**src/rtl/alu_issue_stage_if.sv**
```systemverilog
// ============================================================================
// Module      : alu_issue_stage_if
// Description : Issue-side handshake and ALU-operand bus for alu_issue_stage.
// Revision    : 1.0  initial release
// ============================================================================
`default_nettype none

interface alu_issue_stage_if #(
    parameter int WIDTH = 16,
    parameter int RD_W  = 3
);
    logic             flush;
    logic             in_valid;
    logic             in_ready;
    logic [3:0]       in_op;
    logic [WIDTH-1:0] in_rs;
    logic [WIDTH-1:0] in_rt;
    logic [WIDTH-1:0] in_imm;
    logic             in_use_imm;
    logic [RD_W-1:0]  in_rd;
    logic             out_valid;
    logic             out_ready;
    logic [WIDTH-1:0] out_a;
    logic [WIDTH-1:0] out_b;
    logic [2:0]       out_aluctrl;
    logic             out_binvert;
    logic             out_cin;
    logic [RD_W-1:0]  out_rd;
    logic             out_illegal;

    // Environment view: drives instructions and the downstream ready.
    modport master (
        output flush, in_valid, in_op, in_rs, in_rt, in_imm, in_use_imm, in_rd, out_ready,
        input  in_ready, out_valid, out_a, out_b, out_aluctrl, out_binvert, out_cin,
               out_rd, out_illegal
    );

    // Stage view.
    modport slave (
        input  flush, in_valid, in_op, in_rs, in_rt, in_imm, in_use_imm, in_rd, out_ready,
        output in_ready, out_valid, out_a, out_b, out_aluctrl, out_binvert, out_cin,
               out_rd, out_illegal
    );
endinterface

`default_nettype wire

```
**src/rtl/alu_issue_stage.sv**
```systemverilog
// ============================================================================
// Module      : alu_issue_stage
// Description : ALU issue stage: opcode decode, operand-B select, skid-buffered
//               valid/ready register feeding the bit-slice ALU.
// Revision    : 1.0  initial release
// ============================================================================
`default_nettype none

module alu_issue_stage #(
    parameter int WIDTH = 16,
    parameter int RD_W  = 3
) (
    input  wire logic        clk,
    input  wire logic        rst_n,
    alu_issue_stage_if.slave bus
);

    localparam logic [3:0] c_OP_AND = 4'd0;
    localparam logic [3:0] c_OP_OR  = 4'd1;
    localparam logic [3:0] c_OP_ADD = 4'd2;
    localparam logic [3:0] c_OP_SUB = 4'd3;
    localparam logic [3:0] c_OP_XOR = 4'd4;
    localparam logic [3:0] c_OP_SLT = 4'd5;

    typedef struct packed {
        logic [WIDTH-1:0] a;
        logic [WIDTH-1:0] b;
        logic [2:0]       ctrl;
        logic             binv;
        logic             cin;
        logic [RD_W-1:0]  rd;
        logic             illegal;
    } entry_t;

    entry_t r_main, r_skid, w_main_nxt, w_skid_nxt, w_in_entry;
    logic   r_main_valid, r_skid_valid, r_in_ready;
    logic   w_main_valid_nxt, w_skid_valid_nxt;
    logic   w_in_xfer;

    assign w_in_xfer = bus.in_valid & r_in_ready;

    always_comb begin
        w_in_entry         = '0;
        w_in_entry.a       = bus.in_rs;
        w_in_entry.b       = bus.in_use_imm ? bus.in_imm : bus.in_rt;
        w_in_entry.rd      = bus.in_rd;
        case (bus.in_op)
            c_OP_AND: w_in_entry.ctrl = 3'b000;
            c_OP_OR:  w_in_entry.ctrl = 3'b001;
            c_OP_ADD: w_in_entry.ctrl = 3'b010;
            c_OP_SUB: begin
                w_in_entry.ctrl = 3'b010;
                w_in_entry.binv = 1'b1;
                w_in_entry.cin  = 1'b1;
            end
            c_OP_XOR: w_in_entry.ctrl = 3'b011;
            c_OP_SLT: begin
                w_in_entry.ctrl = 3'b101;
                w_in_entry.binv = 1'b1;
                w_in_entry.cin  = 1'b1;
            end
            default:  w_in_entry.illegal = 1'b1;
        endcase
    end

    // The skid register is only ever occupied while main is occupied, so an
    // empty main never needs to look at skid.
    always_comb begin
        w_main_nxt       = r_main;
        w_skid_nxt       = r_skid;
        w_main_valid_nxt = r_main_valid;
        w_skid_valid_nxt = r_skid_valid;
        if (bus.flush) begin
            w_main_valid_nxt = 1'b0;
            w_skid_valid_nxt = 1'b0;
        end else if (!r_main_valid) begin
            if (w_in_xfer) begin
                w_main_nxt       = w_in_entry;
                w_main_valid_nxt = 1'b1;
            end
        end else if (bus.out_ready) begin
            if (r_skid_valid) begin
                w_main_nxt       = r_skid;
                w_skid_valid_nxt = 1'b0;
            end else if (w_in_xfer) begin
                w_main_nxt = w_in_entry;
            end else begin
                w_main_valid_nxt = 1'b0;
            end
        end else if (w_in_xfer) begin
            w_skid_nxt       = w_in_entry;
            w_skid_valid_nxt = 1'b1;
        end
    end

    always_ff @(posedge clk) begin
        if (!rst_n) begin
            r_main       <= '0;
            r_skid       <= '0;
            r_main_valid <= 1'b0;
            r_skid_valid <= 1'b0;
            r_in_ready   <= 1'b1;
        end else begin
            r_main       <= w_main_nxt;
            r_skid       <= w_skid_nxt;
            r_main_valid <= w_main_valid_nxt;
            r_skid_valid <= w_skid_valid_nxt;
            r_in_ready   <= !w_skid_valid_nxt;
        end
    end

    assign bus.in_ready    = r_in_ready;
    assign bus.out_valid   = r_main_valid;
    assign bus.out_a       = r_main.a;
    assign bus.out_b       = r_main.b;
    assign bus.out_aluctrl = r_main.ctrl;
    assign bus.out_binvert = r_main.binv;
    assign bus.out_cin     = r_main.cin;
    assign bus.out_rd      = r_main.rd;
    assign bus.out_illegal = r_main.illegal;

endmodule

`default_nettype wire

```
**src/flat_wrapper.sv**
```systemverilog
// flat-port wrapper written by rule: the top's interface ports become plain ports
module alu_issue_stage_flat 
#(
    parameter int WIDTH = 16,
    parameter int RD_W  = 3
)
  (clk, rst_n, bus_flush, bus_in_valid, bus_in_op, bus_in_rs, bus_in_rt, bus_in_imm, bus_in_use_imm, bus_in_rd, bus_out_ready, bus_in_ready, bus_out_valid, bus_out_a, bus_out_b, bus_out_aluctrl, bus_out_binvert, bus_out_cin, bus_out_rd, bus_out_illegal);
  alu_issue_stage_if #(.WIDTH(WIDTH), .RD_W(RD_W)) bus_i ();
  input  wire logic clk;
  input  wire logic rst_n;
  input wire logic [$bits(bus_i.flush)-1:0] bus_flush;
  input wire logic [$bits(bus_i.in_valid)-1:0] bus_in_valid;
  input wire logic [$bits(bus_i.in_op)-1:0] bus_in_op;
  input wire logic [$bits(bus_i.in_rs)-1:0] bus_in_rs;
  input wire logic [$bits(bus_i.in_rt)-1:0] bus_in_rt;
  input wire logic [$bits(bus_i.in_imm)-1:0] bus_in_imm;
  input wire logic [$bits(bus_i.in_use_imm)-1:0] bus_in_use_imm;
  input wire logic [$bits(bus_i.in_rd)-1:0] bus_in_rd;
  input wire logic [$bits(bus_i.out_ready)-1:0] bus_out_ready;
  output wire logic [$bits(bus_i.in_ready)-1:0] bus_in_ready;
  output wire logic [$bits(bus_i.out_valid)-1:0] bus_out_valid;
  output wire logic [$bits(bus_i.out_a)-1:0] bus_out_a;
  output wire logic [$bits(bus_i.out_b)-1:0] bus_out_b;
  output wire logic [$bits(bus_i.out_aluctrl)-1:0] bus_out_aluctrl;
  output wire logic [$bits(bus_i.out_binvert)-1:0] bus_out_binvert;
  output wire logic [$bits(bus_i.out_cin)-1:0] bus_out_cin;
  output wire logic [$bits(bus_i.out_rd)-1:0] bus_out_rd;
  output wire logic [$bits(bus_i.out_illegal)-1:0] bus_out_illegal;
  assign bus_i.flush = bus_flush;
  assign bus_i.in_valid = bus_in_valid;
  assign bus_i.in_op = bus_in_op;
  assign bus_i.in_rs = bus_in_rs;
  assign bus_i.in_rt = bus_in_rt;
  assign bus_i.in_imm = bus_in_imm;
  assign bus_i.in_use_imm = bus_in_use_imm;
  assign bus_i.in_rd = bus_in_rd;
  assign bus_i.out_ready = bus_out_ready;
  assign bus_in_ready = bus_i.in_ready;
  assign bus_out_valid = bus_i.out_valid;
  assign bus_out_a = bus_i.out_a;
  assign bus_out_b = bus_i.out_b;
  assign bus_out_aluctrl = bus_i.out_aluctrl;
  assign bus_out_binvert = bus_i.out_binvert;
  assign bus_out_cin = bus_i.out_cin;
  assign bus_out_rd = bus_i.out_rd;
  assign bus_out_illegal = bus_i.out_illegal;
  alu_issue_stage #(.WIDTH(WIDTH), .RD_W(RD_W)) u_core (.clk(clk), .rst_n(rst_n), .bus(bus_i));
endmodule
```
**config.mk**
```make
export PLATFORM = sky130hd
export DESIGN_NAME = alu_issue_stage_flat
export DESIGN_NICKNAME = d
export VERILOG_FILES = /design/src/rtl/alu_issue_stage_if.sv /design/src/rtl/alu_issue_stage.sv /design/src/flat_wrapper.sv
export SDC_FILE = /design/constraint.sdc
export NUM_CORES = 1
export LEC_CHECK = 0
export CAP_MARGIN = 15
export CORE_ASPECT_RATIO = 0.5
export CORE_MARGIN = 2
export CORE_UTILIZATION = 47
export CTS_CLUSTER_SIZE = 14
export DETAILED_ROUTE_END_ITERATION = 8
export GPL_TIMING_DRIVEN = 0
export PLACE_DENSITY = 0.77
export SLEW_MARGIN = 40
export SYNTH_ARGS = -nofsm -noshare
export SYNTH_HDL_FRONTEND = slang
export SYNTH_SLANG_ARGS = --single-unit
export TNS_END_PERCENT = 10
```
**constraint.sdc**
```tcl
create_clock -name clk -period 1.95 [get_ports clk]
set_input_delay 0.39 -clock clk [delete_from_list [all_inputs] [get_ports clk]]
set_output_delay 0.39 -clock clk [all_outputs]
set_load 0.01 [all_outputs]
```
==> key figures <==
STA
  – Worst hold margin: 0.444 ns
  – Slew HR: 62.7%
  – Setup violations, final: 0
  – Period utilization: 95.7%
  – Min Tclk post-route: 1.87 ns
  – Clock skew: 0.00228 ns
  – Max Clk Rate: 536 MHz
  – Final Hold Fails: 0
  – RSZ-0062 raised after global routing: false
  – Worst-Margin Slew: 0.559 ns
  – Worst setup margin: 0.0844 ns
  – Fin. max-slew vios: 0

Worst setup path
  – CP Capture Type: register
  – WS Path Type: input port to register
  – Critical Path, Cell by Cell: clkdlybuf4s50_1 -> inv_1 -> a21oi_1 -> clkbuf_2 -> clkbuf_2 -> a21oi_1
  – RR Startpoint: u_core.bus.out_valid
  – Critical R2R Capture: u_core.bus.out_aluctrl[1]
  – Crit path buffers/inverters: 4
  – WP data arrival: 2.09 ns
  – CP max FO: 10
  – CP peak stage delay: 0.53 ns
  – Slowest cell on crit path: clkdlybuf4s50_1
  – Crit path depth: 6
  – Worst reg-to-reg path cell count: 6
  – CP top delay family: buffers and inverters
  – CP required: 2.17 ns
  – CP startpoint kind: input port
  – Flop2flop setup slack: 0.14 ns

Finish
  – Layout Cells excl Fill: 603
  – Area growth syn-to-layout: 42.5%
  – Register Area: 1680 um2
  – Footprint of the multi-input gates: 1650 um2
  – Layout net count: 563
  – FILL cells: 586
  – ANT cells: 0
  – Share of layout cells above drive strength 1: 7.50%

Synth
  – Post-synthesis sequential area ratio: 48.6%
  – Synthesized area: 3460 um2
  – Flops & latches, synth: 84
  – Synth unique cells: 33
  – Post-Synthesis Cells: 390
  – Average size of a mapped cell: 8.87 um2
  – Yosys warning count: 0
  – Mapped Nets: 451
  – Top cells by area, synth: dfxtp_1 (49%), nand2_1 (6.9%), o21ai_0 (5.9%)
  – Leading area contributor after synthesis: dfxtp_1
  – Post-synth top area share: 48.6%

Power and ir drop
  – Total Power: 4080 uW
  – Internal power: 3150 uW
  – Peak VDD IR: 0.510 mV
  – Sw power: 930 uW
  – Switching portion of total power: 22.8%
  – Power per standard cell area: 827 nW/um2
  – P_leak: 0.00202 uW
  – Clock share of power: 42.0%
  – Sequential power share: 44.6%
  – Gate power share: 13.4%

Clock tree
  – CTS H-tree lvls: 3
  – Clk buf depth: 2
  – Post-CTS setup buffer count: 0
  – CTS tree: yes
  – CTS Hold Bufs: 0
  – Root buffer cell: clkbuf_16
  – Cts bufs inserted: 9
  – Clk slew on worst S/H paths: 0.06 ns
  – Worst skew pair latency: 0.34 ns
  – Num Clock Sinks: 84

Route
  – Via count: 3277
  – DRC: 0
  – Pre-antenna DRT Iters: 4
  – Number of vias per cell: 5.43
  – Drt total wl: 9.27 mm
  – DR iter-0 viols: 230
  – Post-route ant nets: 0
  – DR WL/cell: 15.4 um

Place
  – Post-placement cell count: 587
  – IO Port Bufs: 101
  – GP Congestion: 0.794
  – Worst slack, placed: -0.518 ns
  – DPL Wire Length: 6.55 mm

Flow run
  – Max-cap check violation count: 0

Global routing
  – Global route overflow: 0
  – Vias in the first global route: 3088
  – Initial antenna violation count: 0
  – Largest net degree at the start of global routing: 13
  – First-pass GRT wire length: 15.3 mm
  – GRT Total Usage: 23.9%

Min path
  – WHS Path Cells: 3
  – Hold path startpoint: bus_in_valid
  – Worst Hold End: u_core.bus.out_valid
  – HP Class: input port to register

Floorplanning
  – Core area: 7240 um2
  – I/O pin cnt: 104
  – Rows: 22
  – Die height: 64.7 um
  – Starting Density: 47.8%
  – Die Wd: 125 um
  – Die area: 8100 um2

Outcome
  – Outcome: complete, no violations
sequential cells by signal, summed over array words and instances (netlist names):
register and count:
u_core.bus.out_cin 1, u_core.bus.out_a 16, u_core.bus.out_aluctrl 3, u_core.bus.in_ready 1
u_core.bus.out_b 16, u_core.bus.out_binvert 1, u_core.bus.out_rd 3, u_core.r_skid_valid 1
u_core.r_skid 40, u_core.bus.out_valid 1, u_core.bus.out_illegal 1
power by group through the flow:
stage / registers (uW) / logic [uW] / clock network [uW]
after floorplan: 1880 / 207 / 0
after global placement: 1850 / 535 / 0
after detailed placement: 1860 / 539 / 0
after CTS: 1820 / 544 / 1740
after global routing: 1830 / 596 / 1830
final: 1820 / 548 / 1710
worst min-delay path: stages:
cell and delay (ns):
dlymetal6s2s_1 0.16, nand2_4 0.12, a21oi_1 0.07
metrics by stage:
stage	setup TNS, ns	cell area, um2	util (%)
after CTS	0	4900	67.6
after detailed placement	-28.82	4590	63.4
after global placement	-28.45	4590	63.4
after global routing	0	4930	68.1
final	0	4930	68.1
after floorplan	0	3460	-
cells in the mapped netlist (all sizes together):
library cell and n:
dfxtp 84, nand2 65, o21ai 41, a21oi 40
clkbuf 29, a21boi 25, o22ai 22, mux2i 16
o211a 16, o2bb2ai 16, buf 7, nor2 6
nand2b 5, a32o 2, inv 2, a211oi 1
a21bo 1, a21o 1, a221oi 1, a22o 1
a311oi 1, a31oi 1, and2 1, nand3 1
nand3b 1, nor3 1, nor4b 1, or3b 1
or4b 1
how the worst max path moves through the flow:
stage                          from                         to  slack [ns]
2_1_floorplan  u_core.bus.out_valid           u_core.r_skid[4]        0.30
3_3_place_gp           bus_in_valid          u_core.r_skid[17]       -0.50
3_5_place_dp           bus_in_valid          u_core.r_skid[14]       -0.52
4_1_cts               bus_out_ready       u_core.bus.out_rd[0]       0.008
5_1_grt        u_core.bus.out_valid  u_core.bus.out_aluctrl[1]       0.003
6_report              bus_out_ready       u_core.bus.out_rd[0]        0.08
routing by layer:
layer / part of all wire [%] / vias to the layer above / GRT usage (%)
met1: 46 / 1540 / 30.7
met5: 0 / - / 0
met3: 6.3 / 12 / 8.59
li1: - / 1639 / -
met4: 1.2 / 0 / 6.11
met2: 46 / 86 / 38.7
cell type report:
type                            count  share of cell area, %
Buffer                             36                   3.35
Tap cell                           96                   2.44
Multi-Input combinational cell    268                   33.4
Inverter                            2                  0.152
Timing Repair Buffer              101                   20.6
Clock buffer                       15                   5.43
Sequential cell                    84                   34.1
Clock inverter                      1                  0.609
logic make-up (layout without fill, tap and decap cells):
| kind of cell | Yosys count | after routing | share of synthesized area (%) |
|---|---|---|---|
| multiplexers | 16 | 16 | 4.63 |
| flip-flops | 84 | 84 | 48.6 |
| AND/OR/NAND/NOR | 83 | 83 | 10.2 |
| buffers and inverters | 38 | 155 | 4.38 |
| AO/OA/AOI/OAI | 169 | 169 | 32.2 |
timing repair:
item / 4_1_cts / 5_1_grt
setup endpoints to repair: 41 / 73
gates resized for setup: 6 / 25
pin swaps: 0 / 2
gates cloned: 0 / 0
layout by cell type (no fill, tap or decap), types with 2 or more instances in the layout:
cell type and instances:
nand2b_1 5, clkbuf_1 18, clkdlybuf4s50_1 100, mux2i_1 16, o22ai_1 22, a21oi_1 40, o211a_1 16, o2bb2ai_1 16
a32o_1 2, nand2_1 64, a21boi_0 24, clkbuf_2 15, nor2_1 5, clkbuf_8 2, dfxtp_1 84, clkbuf_16 9
buf_2 6, inv_1 2, o21ai_0 41
No activity file was read; power rests on OpenSTA's default activity.
